File: config.mk
export PLATFORM = sky130hd
export DESIGN_NAME = pifo_level_arbiter_flat
export DESIGN_NICKNAME = d
export VERILOG_FILES = /design/src/rtl/pifo_level_arbiter_if.sv /design/src/rtl/pifo_level_arbiter.sv /design/src/flat_wrapper.sv
export SDC_FILE = /design/constraint.sdc
export NUM_CORES = 1
export LEC_CHECK = 0
export ABC_AREA = 1
export CAP_MARGIN = 20
export CORE_ASPECT_RATIO = 1.25
export CORE_MARGIN = 2
export CORE_UTILIZATION = 40
export CTS_BUF_LIST = sky130_fd_sc_hd__clkbuf_8
export DETAILED_ROUTE_END_ITERATION = 10
export PLACE_DENSITY = 0.78
export SYNTH_ARGS = -nofsm -noshare
export SYNTH_HDL_FRONTEND = slang
export SYNTH_SLANG_ARGS = --single-unit
export TNS_END_PERCENT = 50
File: constraint.sdc
create_clock -name i_clk -period 3.8 [get_ports i_clk]
set_input_delay 1.14 -clock i_clk [delete_from_list [all_inputs] [get_ports i_clk]]
set_output_delay 1.14 -clock i_clk [all_outputs]
set_load 0.05 [all_outputs]
File: src/rtl/pifo_level_arbiter_if.sv
// Signal bundle between NREQ requesters, one PIFO level lane and the arbiter that shares it.
// The environment (requesters plus lane) takes the master modport and the arbiter takes the slave modport.
interface pifo_level_arbiter_if #(
  parameter int NREQ      = 4,
  parameter int PTW       = 3,
  parameter int MTW       = 8,
  parameter int PLW       = 7,
  parameter int TREE_NUM  = 4,
  parameter int TAG_DEPTH = 8
);
  localparam int TNB = $clog2(TREE_NUM);
  localparam int DW  = MTW + PTW + PLW;
  localparam int CW  = $clog2(TAG_DEPTH) + 1;

  // requester side
  logic [NREQ-1:0]     i_req_push;
  logic [NREQ-1:0]     i_req_pop;
  logic [NREQ*TNB-1:0] i_req_push_tree_id;
  logic [NREQ*TNB-1:0] i_req_pop_tree_id;
  logic [NREQ*DW-1:0]  i_req_push_data;
  logic [NREQ-1:0]     o_req_ready;
  logic [NREQ-1:0]     o_rsp_valid;
  logic [DW-1:0]       o_rsp_data;

  // lane side
  logic                o_push;
  logic [TNB-1:0]      o_push_tree_id;
  logic [DW-1:0]       o_push_data;
  logic                o_pop;
  logic [TNB-1:0]      o_pop_tree_id;
  logic                i_task_fifo_full;
  logic                i_is_level0_pop;
  logic [DW-1:0]       i_pop_data;

  // status
  logic [CW-1:0]       o_outstanding;
  logic                o_err_orphan;

  modport master (
    output i_req_push, i_req_pop, i_req_push_tree_id, i_req_pop_tree_id, i_req_push_data,
    output i_task_fifo_full, i_is_level0_pop, i_pop_data,
    input  o_req_ready, o_rsp_valid, o_rsp_data,
    input  o_push, o_push_tree_id, o_push_data, o_pop, o_pop_tree_id,
    input  o_outstanding, o_err_orphan
  );

  modport slave (
    input  i_req_push, i_req_pop, i_req_push_tree_id, i_req_pop_tree_id, i_req_push_data,
    input  i_task_fifo_full, i_is_level0_pop, i_pop_data,
    output o_req_ready, o_rsp_valid, o_rsp_data,
    output o_push, o_push_tree_id, o_push_data, o_pop, o_pop_tree_id,
    output o_outstanding, o_err_orphan
  );
endinterface

File: src/rtl/pifo_level_arbiter.sv
// Round-robin arbiter sharing one PIFO level push/pop lane among NREQ requesters.
// An in-order tag FIFO remembers which requester issued each pop, so level-0 results are routed back to it.
module pifo_level_arbiter #(
  parameter int NREQ      = 4,
  parameter int PTW       = 3,
  parameter int MTW       = 8,
  parameter int PLW       = 7,
  parameter int TREE_NUM  = 4,
  parameter int TAG_DEPTH = 8
) (
  input logic                 i_clk,
  input logic                 i_arst,
  pifo_level_arbiter_if.slave bus
);
  localparam int TNB = $clog2(TREE_NUM);
  localparam int DW  = MTW + PTW + PLW;
  localparam int RB  = $clog2(NREQ);
  localparam int AW  = $clog2(TAG_DEPTH);
  localparam int CW  = AW + 1;

  logic [RB-1:0]   rr_ptr;
  logic [RB-1:0]   tag_mem [TAG_DEPTH];
  logic [AW-1:0]   wr_ptr;
  logic [AW-1:0]   rd_ptr;
  logic [CW-1:0]   count;

  logic            tag_rd;
  logic            tag_wr;
  logic            tag_space;
  logic [NREQ-1:0] eligible;
  logic            grant_valid;
  logic [RB-1:0]   grant_idx;
  logic [RB-1:0]   cand;

  logic            push_q;
  logic            pop_q;
  logic [TNB-1:0]  push_id_q;
  logic [TNB-1:0]  pop_id_q;
  logic [DW-1:0]   push_data_q;
  logic [NREQ-1:0] rsp_valid_q;
  logic [DW-1:0]   rsp_data_q;
  logic            err_orphan_q;

  // A result that arrives this cycle frees a tag slot in time for a new pop.
  assign tag_rd    = bus.i_is_level0_pop && (count != '0);
  assign tag_space = (count < CW'(TAG_DEPTH)) || tag_rd;

  always_comb begin
    for (int r = 0; r < NREQ; r++) begin
      eligible[r] = (bus.i_req_push[r] || bus.i_req_pop[r]) && !bus.i_task_fifo_full
                    && (!bus.i_req_pop[r] || tag_space);
    end
  end

  // NOTE: every variable written here gets a default first, so no latch is inferred.
  always_comb begin
    grant_valid = 1'b0;
    grant_idx   = '0;
    cand        = '0;
    for (int i = 0; i < NREQ; i++) begin
      cand = rr_ptr + RB'(i);
      if (!grant_valid && eligible[cand]) begin
        grant_valid = 1'b1;
        grant_idx   = cand;
      end
    end
  end

  assign bus.o_req_ready = grant_valid ? (NREQ'(1) << grant_idx) : '0;
  assign tag_wr          = grant_valid && bus.i_req_pop[grant_idx];

  // NOTE: sequential state uses non-blocking assignments so all registers update from pre-edge values.
  always_ff @(posedge i_clk or posedge i_arst) begin
    if (i_arst) begin
      rr_ptr      <= '0;
      push_q      <= 1'b0;
      pop_q       <= 1'b0;
      push_id_q   <= '0;
      pop_id_q    <= '0;
      push_data_q <= '0;
    end else begin
      if (grant_valid) rr_ptr <= grant_idx + 1'b1;
      push_q      <= grant_valid && bus.i_req_push[grant_idx];
      pop_q       <= tag_wr;
      push_id_q   <= (grant_valid && bus.i_req_push[grant_idx])
                     ? bus.i_req_push_tree_id[int'(grant_idx)*TNB +: TNB] : '0;
      push_data_q <= (grant_valid && bus.i_req_push[grant_idx])
                     ? bus.i_req_push_data[int'(grant_idx)*DW +: DW] : '0;
      pop_id_q    <= tag_wr ? bus.i_req_pop_tree_id[int'(grant_idx)*TNB +: TNB] : '0;
    end
  end

  // NOTE: tag storage has no reset; only pointers and count define which entries are valid.
  always_ff @(posedge i_clk) begin
    if (tag_wr) tag_mem[wr_ptr] <= grant_idx;
  end

  always_ff @(posedge i_clk or posedge i_arst) begin
    if (i_arst) begin
      wr_ptr <= '0;
      rd_ptr <= '0;
      count  <= '0;
    end else begin
      if (tag_wr) wr_ptr <= wr_ptr + 1'b1;
      if (tag_rd) rd_ptr <= rd_ptr + 1'b1;
      case ({tag_wr, tag_rd})
        2'b10:   count <= count + 1'b1;
        2'b01:   count <= count - 1'b1;
        default: count <= count;
      endcase
    end
  end

  always_ff @(posedge i_clk or posedge i_arst) begin
    if (i_arst) begin
      rsp_valid_q  <= '0;
      rsp_data_q   <= '0;
      err_orphan_q <= 1'b0;
    end else begin
      rsp_valid_q  <= tag_rd ? (NREQ'(1) << tag_mem[rd_ptr]) : '0;
      rsp_data_q   <= bus.i_pop_data;
      if (bus.i_is_level0_pop && (count == '0)) err_orphan_q <= 1'b1;
    end
  end

  assign bus.o_push         = push_q;
  assign bus.o_push_tree_id = push_id_q;
  assign bus.o_push_data    = push_data_q;
  assign bus.o_pop          = pop_q;
  assign bus.o_pop_tree_id  = pop_id_q;
  assign bus.o_rsp_valid    = rsp_valid_q;
  assign bus.o_rsp_data     = rsp_data_q;
  assign bus.o_outstanding  = count;
  assign bus.o_err_orphan   = err_orphan_q;
endmodule

File: src/flat_wrapper.sv
// flat-port wrapper written by rule: the top's interface ports become plain ports
module pifo_level_arbiter_flat 
#(
  parameter int NREQ      = 4,
  parameter int PTW       = 3,
  parameter int MTW       = 8,
  parameter int PLW       = 7,
  parameter int TREE_NUM  = 4,
  parameter int TAG_DEPTH = 8
)
  (i_clk, i_arst, bus_i_req_push, bus_i_req_pop, bus_i_req_push_tree_id, bus_i_req_pop_tree_id, bus_i_req_push_data, bus_i_task_fifo_full, bus_i_is_level0_pop, bus_i_pop_data, bus_o_req_ready, bus_o_rsp_valid, bus_o_rsp_data, bus_o_push, bus_o_push_tree_id, bus_o_push_data, bus_o_pop, bus_o_pop_tree_id, bus_o_outstanding, bus_o_err_orphan);
  pifo_level_arbiter_if #(.NREQ(NREQ), .PTW(PTW), .MTW(MTW), .PLW(PLW), .TREE_NUM(TREE_NUM), .TAG_DEPTH(TAG_DEPTH)) bus_i ();
  input logic i_clk;
  input logic i_arst;
  input wire logic [$bits(bus_i.i_req_push)-1:0] bus_i_req_push;
  input wire logic [$bits(bus_i.i_req_pop)-1:0] bus_i_req_pop;
  input wire logic [$bits(bus_i.i_req_push_tree_id)-1:0] bus_i_req_push_tree_id;
  input wire logic [$bits(bus_i.i_req_pop_tree_id)-1:0] bus_i_req_pop_tree_id;
  input wire logic [$bits(bus_i.i_req_push_data)-1:0] bus_i_req_push_data;
  input wire logic [$bits(bus_i.i_task_fifo_full)-1:0] bus_i_task_fifo_full;
  input wire logic [$bits(bus_i.i_is_level0_pop)-1:0] bus_i_is_level0_pop;
  input wire logic [$bits(bus_i.i_pop_data)-1:0] bus_i_pop_data;
  output wire logic [$bits(bus_i.o_req_ready)-1:0] bus_o_req_ready;
  output wire logic [$bits(bus_i.o_rsp_valid)-1:0] bus_o_rsp_valid;
  output wire logic [$bits(bus_i.o_rsp_data)-1:0] bus_o_rsp_data;
  output wire logic [$bits(bus_i.o_push)-1:0] bus_o_push;
  output wire logic [$bits(bus_i.o_push_tree_id)-1:0] bus_o_push_tree_id;
  output wire logic [$bits(bus_i.o_push_data)-1:0] bus_o_push_data;
  output wire logic [$bits(bus_i.o_pop)-1:0] bus_o_pop;
  output wire logic [$bits(bus_i.o_pop_tree_id)-1:0] bus_o_pop_tree_id;
  output wire logic [$bits(bus_i.o_outstanding)-1:0] bus_o_outstanding;
  output wire logic [$bits(bus_i.o_err_orphan)-1:0] bus_o_err_orphan;
  assign bus_i.i_req_push = bus_i_req_push;
  assign bus_i.i_req_pop = bus_i_req_pop;
  assign bus_i.i_req_push_tree_id = bus_i_req_push_tree_id;
  assign bus_i.i_req_pop_tree_id = bus_i_req_pop_tree_id;
  assign bus_i.i_req_push_data = bus_i_req_push_data;
  assign bus_i.i_task_fifo_full = bus_i_task_fifo_full;
  assign bus_i.i_is_level0_pop = bus_i_is_level0_pop;
  assign bus_i.i_pop_data = bus_i_pop_data;
  assign bus_o_req_ready = bus_i.o_req_ready;
  assign bus_o_rsp_valid = bus_i.o_rsp_valid;
  assign bus_o_rsp_data = bus_i.o_rsp_data;
  assign bus_o_push = bus_i.o_push;
  assign bus_o_push_tree_id = bus_i.o_push_tree_id;
  assign bus_o_push_data = bus_i.o_push_data;
  assign bus_o_pop = bus_i.o_pop;
  assign bus_o_pop_tree_id = bus_i.o_pop_tree_id;
  assign bus_o_outstanding = bus_i.o_outstanding;
  assign bus_o_err_orphan = bus_i.o_err_orphan;
  pifo_level_arbiter #(.NREQ(NREQ), .PTW(PTW), .MTW(MTW), .PLW(PLW), .TREE_NUM(TREE_NUM), .TAG_DEPTH(TAG_DEPTH)) u_core (.i_clk(i_clk), .i_arst(i_arst), .bus(bus_i));
endmodule
Yosys cells after proc, flatten, opt, wreduce, memory -nomap -nowiden. Memories as Yosys holds them, arrays and structs flattened. Cells that the tools add are included.

Register bits: 59. Latch bits: 0. Memory bits (writable): 16. Bits in read-only memories: 0. Input port bits: 118. Memories: 1.

Memory list: u_core.tag_mem (depth 8, bits a word 2, read ports 1, clocked after Yosys merged registers in 0, wr ports 1, line pifo_level_arbiter.sv:22) `logic [RB-1:0] tag_mem [TAG_DEPTH];`.

Add/subtract/negate cells: 8. Multipliers: 1. Divide/modulo/power cells: 0. Magnitude comparators: 6. Equal/unequal tests: 2. Shifts and indexed selects: 5. Muxes and demuxes: 28. Bitwise logic cells: 0. Reduce and logical (&&, ||, !) cells: 35.

Operator list (count): $shiftx A72 B32 Y18 (1); $mux W18 (1); $shiftx A8 B4 Y2 (2); $logic_and A1 B1 Y1 (15); $lt A2 B3 Y1 const B (5); $bmux W1 S2 (6); $mux W1 (12); $mux W2 (6); $logic_or A1 B1 Y1 (9); $logic_not A1 Y1 (8); $mux W4 (2); $pmux W4 S2 (1); $shl A1 B2 Y4 const A (2); $add A3 B1 Y3 const B (2); $mul A2 B4 Y6 const B (1); $add A2 B1 Y2 const B (2); $add A2 B2 Y2 const B (2); $add A4 B1 Y4 const B (1); $logic_not A4 Y1 (1); $lt A4 B4 Y1 const B (1); $reduce_bool A4 Y1 (1); $sub A4 B1 Y4 const B (1); $eq A2 B1 Y1 const B (1); $eq A2 B2 Y1 const B (1); $reduce_bool A2 Y1 (1).

Logic depth before layout (Yosys ltp). Gate-level depths: netlist of the first run.

Depth after elaboration: 22. Gate-level depth with buffers: 28.

Worst setup path before layout of the first run. OpenSTA, ideal clock, no wires.

Path type: in2out. Start point: input bus_i_req_pop[3]. End point: output bus_o_req_ready[2]. Arrival: 3.159 ns. Required time: 2.660 ns. Path slack: -0.499 ns. Cell stages on the path: 14. Buffers on the path: 1. Cells stage by stage: inv_1 -> a21oi_1 -> nand3_1 -> nand2_1 -> nand2_1 -> nand2_1 -> nand4_1 -> nand3_1 -> nand2_2 -> inv_2 -> buf_2 -> ha_1 -> inv_1 -> nor2_1.

Longest elaborated chain between the ends: 17. Elaborated cells between the ends (all ways): 29.

RTL lines: start, declared (line flat_wrapper.sv:16) `input wire logic [$bits(bus_i.i_req_pop)-1:0] bus_i_req_pop;`; $logic_or A1 B1 Y1 or $logic_not A1 Y1 (tied branches) (line pifo_level_arbiter.sv:50, pifo_level_arbiter.sv:51); $logic_and A1 B1 Y1 or $logic_or A1 B1 Y1 (tied branches) (line pifo_level_arbiter.sv:50, pifo_level_arbiter.sv:51); $logic_and A1 B1 Y1 * (line pifo_level_arbiter.sv:51) `&& (!bus.i_req_pop[r] || tag_space);`; $bmux W1 S2 (line pifo_level_arbiter.sv:62) `if (!grant_valid && eligible[cand]) begin`; $mux W1 (not written as such) (line pifo_level_arbiter.sv:62); $mux W1 (line pifo_level_arbiter.sv:62); $logic_not A1 Y1 (line pifo_level_arbiter.sv:62); $logic_and A1 B1 Y1 (line pifo_level_arbiter.sv:62); (+2 left out); $logic_and A1 B1 Y1 (line pifo_level_arbiter.sv:62); $mux W1 (line pifo_level_arbiter.sv:62); $logic_not A1 Y1 (line pifo_level_arbiter.sv:62); $logic_and A1 B1 Y1 (line pifo_level_arbiter.sv:62); $mux W2 * (line pifo_level_arbiter.sv:62); net u_core.grant_idx[1] (line pifo_level_arbiter.sv:32) `logic [RB-1:0] grant_idx;`; $shl A1 B2 Y4 * (line pifo_level_arbiter.sv:69) `assign bus.o_req_ready = grant_valid ? (NREQ'(1) << grant_idx) : '0;`; $mux W4 * (line pifo_level_arbiter.sv:69); end, declared (line flat_wrapper.sv:23) `output wire logic [$bits(bus_i.o_req_ready)-1:0] bus_o_req_ready;`.

Mark *: on every way through the listed nets, which the timed path passes. The rest lies on a longest branch. The select of a mux whose other input is x is not followed.

Final worst setup path of the first run.
Start point: input bus_i_req_push[3]. End point: output bus_o_req_ready[3].

Longest elaborated chain between the ends: 17. Elaborated cells between the ends (all ways): 27.

RTL lines: start, declared (line flat_wrapper.sv:15) `input wire logic [$bits(bus_i.i_req_push)-1:0] bus_i_req_push;`; $logic_or A1 B1 Y1 * (line pifo_level_arbiter.sv:50) `eligible[r] = (bus.i_req_push[r] || bus.i_req_pop[r]) && !bus.i_task_fifo_full`; $logic_and A1 B1 Y1 * (line pifo_level_arbiter.sv:50); $logic_and A1 B1 Y1 * (line pifo_level_arbiter.sv:51); $bmux W1 S2 (line pifo_level_arbiter.sv:62); $mux W1 (not written as such) (line pifo_level_arbiter.sv:62); $mux W1 (line pifo_level_arbiter.sv:62); $logic_not A1 Y1 (line pifo_level_arbiter.sv:62); $logic_and A1 B1 Y1 (line pifo_level_arbiter.sv:62); $mux W1 (line pifo_level_arbiter.sv:62); $logic_not A1 Y1 (line pifo_level_arbiter.sv:62); $logic_and A1 B1 Y1 (line pifo_level_arbiter.sv:62); $mux W1 (line pifo_level_arbiter.sv:62); $logic_not A1 Y1 (line pifo_level_arbiter.sv:62); $logic_and A1 B1 Y1 (line pifo_level_arbiter.sv:62); $mux W2 (line pifo_level_arbiter.sv:62); $shl A1 B2 Y4 (line pifo_level_arbiter.sv:69); $mux W4 * (line pifo_level_arbiter.sv:69).

Mark *: on every way between the ends. The rest lies on a longest branch, timed or not. The select of a mux whose other input is x is not followed.

==> results of run 1 <==
logic make-up (layout without fill, tap and decap cells):
family / after synthesis / count (layout)
flops: 75 / 75
fa+ha+maj: 9 / 9
buf+inv: 122 / 358
compound gates: 27 / 27
simple gates: 328 / 328
xor+xnor: 7 / 7
routing by layer:
metal,vias up,global-route usage [%]
met5,-,0
met4,0,8.93
met3,34,4.17
met2,166,40.7
met1,1960,25.3
li1,2176,-
area by class of cell:
cell class	instances	area [um2]	area share, %
sequential	75	1960	27.2
inverter	102	399	5.55
tap	132	165	2.30
clock buffer	9	124	1.72
multi-input combinational	371	2160	30.0
clock inverter	7	75.1	1.04
timing repair buffer	240	2320	32.2
what timing repair did:
| item | CTS | global route |
|---|---|---|
| resized for setup | 91 | 36 |
| setup endpoints to repair | 6 | 6 |
| setup buffers | 26 | 9 |
| pin swaps | 27 | 20 |
| gates cloned | 0 | 0 |
path summary, 6_finish.rpt:
| check | startpoint | endpoint | slack [ns] | cells past startpoint |
|---|---|---|---|---|
| setup / recovery | bus_i_req_push[3] | bus_o_req_ready[3] | -0.12 | 14 |
| setup reg to reg | u_core.bus.o_outstanding[1]$_DFFE_PP0P_ | u_core.bus.o_outstanding[3]$_DFFE_PP0P_ | 0.15 | 25 |
| hold / removal | u_core.bus.o_err_orphan$_DFFE_PP0P_ | u_core.bus.o_err_orphan$_DFFE_PP0P_ | 0.47 | 1 |
| min in group asynchronous | i_arst | u_core.bus.o_push_data[11]$_DFF_PP0_ | 1.34 | 3 |
| hold reg to reg | u_core.bus.o_err_orphan$_DFFE_PP0P_ | u_core.bus.o_err_orphan$_DFFE_PP0P_ | 0.47 | 1 |
| max in group asynchronous | i_arst | u_core.bus.o_outstanding[0]$_DFFE_PP0P_ | 1.94 | 3 |
flip-flops by register name, indices dropped and copies added, names as in the netlist, 3 cells and up:
signal,cells
u_core.bus.o_push_data,18
u_core.bus.o_rsp_valid,4
u_core.tag_mem,16
u_core.bus.o_rsp_data,18
u_core.rd_ptr,3
u_core.wr_ptr,3
u_core.bus.o_outstanding,4
synth_stat cells:
cell type  number  area share (%)
xor2_1          4            0.83
inv_1          96             8.5
inv_2           5            0.44
nand3_1        57             6.7
nand3_4         1            0.41
buf_4           2            0.35
nand2_2         9             1.3
xnor2_1         3            0.62
a31o_2          1            0.21
nor2_1         31             2.7
dfrtp_1        59              35
clkbuf_1        3            0.27
edfxtp_1       16              11
nand3_2         3            0.71
nand2_1       203              18
a21oi_1         8            0.94
clkinv_1        1           0.088
o22ai_1         4            0.59
ha_1            9             2.7
nand4_1         2            0.29
buf_6           9             2.4
buf_8           1            0.35
nor2_2         21             3.1
buf_2           5            0.59
or2_2           1            0.15
o21ai_0        14             1.7
stage by stage:
step	util, %	TNS, ns
floorplan	-	-0.376
global placement	61.5	-3.19
detailed placement	61.5	-5.37
CTS	66.7	-0.160
global route	68.8	-0.808
finish	68.8	-0.422
==> results.toml, run 1 <==
[run_status]
status = "finished, violations left"
violations = "negative setup slack"

[route]
dr_wl_met2_mm = 6.79
route.detailed.drc = 0
wl_met1_mm = 4.86
dr_total_vias = 4336
met3_length_um = 876
top_layer = "met4"
routed_wl_mm = 13.0
dr.pass1.iters = 4
via_per_inst = 4.63
wire_per_inst_um = 13.9
drt.antenna.violating_nets = 0
first_iter_violations = 280

[synth]
synth_cells = 568
seq_area_frac_synth_pct = 46.1
synth_fa_ha_area_share_pct = 2.65
synthMuxAreaShare_pct = 0
synth-simple-area-share_pct = 33.4
synth_xor_area_share_pct = 1.45
synth_top_family_by_area = "simple AND/OR/NAND/NOR gates"
synth.avg_cell_area_um2 = 7.47
ys_warn_count = 0
synthesis.area_mm2 = 0.00424
ys_ff_latch = 75
mappedNetlistNets = 695
ys_types = 26
synth_compound_area_share_pct = 3.39

[placement]
place.gp.congestion = 0.907
placedCellCount = 885
post-place-ws_ns = -0.630
place_area_mm2 = 0.00643
port_buffers = 172
place_hpwl_mm = 9.21

[timing]
max_freq_mhz = 255
period_minus_slack_ns = 3.92
finClkSkew_ns = 0.0144
finalHoldViolations = 0
slew_viol_final = 0
fin_crit_sh_pct = 103
maxSlewHeadroom_pct = 49.6
worstMarginPinSlew_ns = 0.756
holdWs_ns = 0.475
worst_slack_ns = -0.123
rsz0062_at_grt = "yes"
finalSetupViolCount = 4

[floorplanning]
die_area_mm2 = 0.0115
fp.coreArea_mm2 = 0.0105
die_w_um = 96.1
io_pins = 173
floorplan.rows = 42
die_h_um = 119
initial_utilization_pct = 40.6

[final_layout]
diodes = 0
area_growth_pct = 69.6
final_cell_mix = "189 x nand2_1, 158 x clkdlybuf4s50_1, 81 x inv_1"
instances_no_fill = 936
layout-drive-gt1-share_pct = 25.1
final_common_cell = "nand2_1"
fillCellCount = 845
fin_area_mm2 = 0.00720
fin_nets = 926

[setup_path]
endpoint_kind = "output port"
path_class = "primary input to output port"
startpoint_type = "primary input"
cp_cell_sequence = "buf_6 -> inv_4 -> a21oi_4 -> nand3_4 -> nand2_4 -> buf_6 -> nand4_1 -> nand3_2 -> nand2_4 -> inv_6 -> ha_4 -> inv_2 -> nor2_4 -> buf_12"
arrival_ns = 2.78
cp.buffers_inverters = 6
cp.required_ns = 2.66
cp_slowest_cell = "a21oi_4"
crit_family = "simple AND/OR/NAND/NOR gates"
path_max_fanout = 5
slowest_delay_ns = 0.20

[clock_network]
hold_buffers = 0
cts_sinks = 75
htreeDepth = 3
path_clk_slew_ns = 0.09
cts_buffers = 9
cts_root_buffer = "clkbuf_8"
cts_tree = "yes"
worst_skew_pair.late_latency_ns = 0.36
cts_max_path_buffers = 2

[job]
cap_violations = 0

[global_routing]
first_global_vias = 4368
grt_overflow_total = 0
grt_max_degree = 60
grt_pass1_wl_mm = 20.0
grt_use_total_pct = 22.5
grt_antenna_before_repair = 0

[min_path]
hold_path.class = "register to register"
Power of run 1 is not shown: default switching activity piles up to over one toggle a cycle in this logic, so the estimate is an artifact.
==> inputs of run 2 (changes only) <==
--- a/config.mk
+++ b/config.mk
@@ -6,7 +6,7 @@
 export NUM_CORES = 1
 export LEC_CHECK = 0
 export ABC_AREA = 1
-export CAP_MARGIN = 20
+export CAP_MARGIN = 40
 export CORE_ASPECT_RATIO = 1.25
 export CORE_MARGIN = 2
 export CORE_UTILIZATION = 40
==> results of run 2 <==
Same layout as run 1: the final DEF is identical, and so are final timing and power.
Power of run 2 is left out for the same reason.
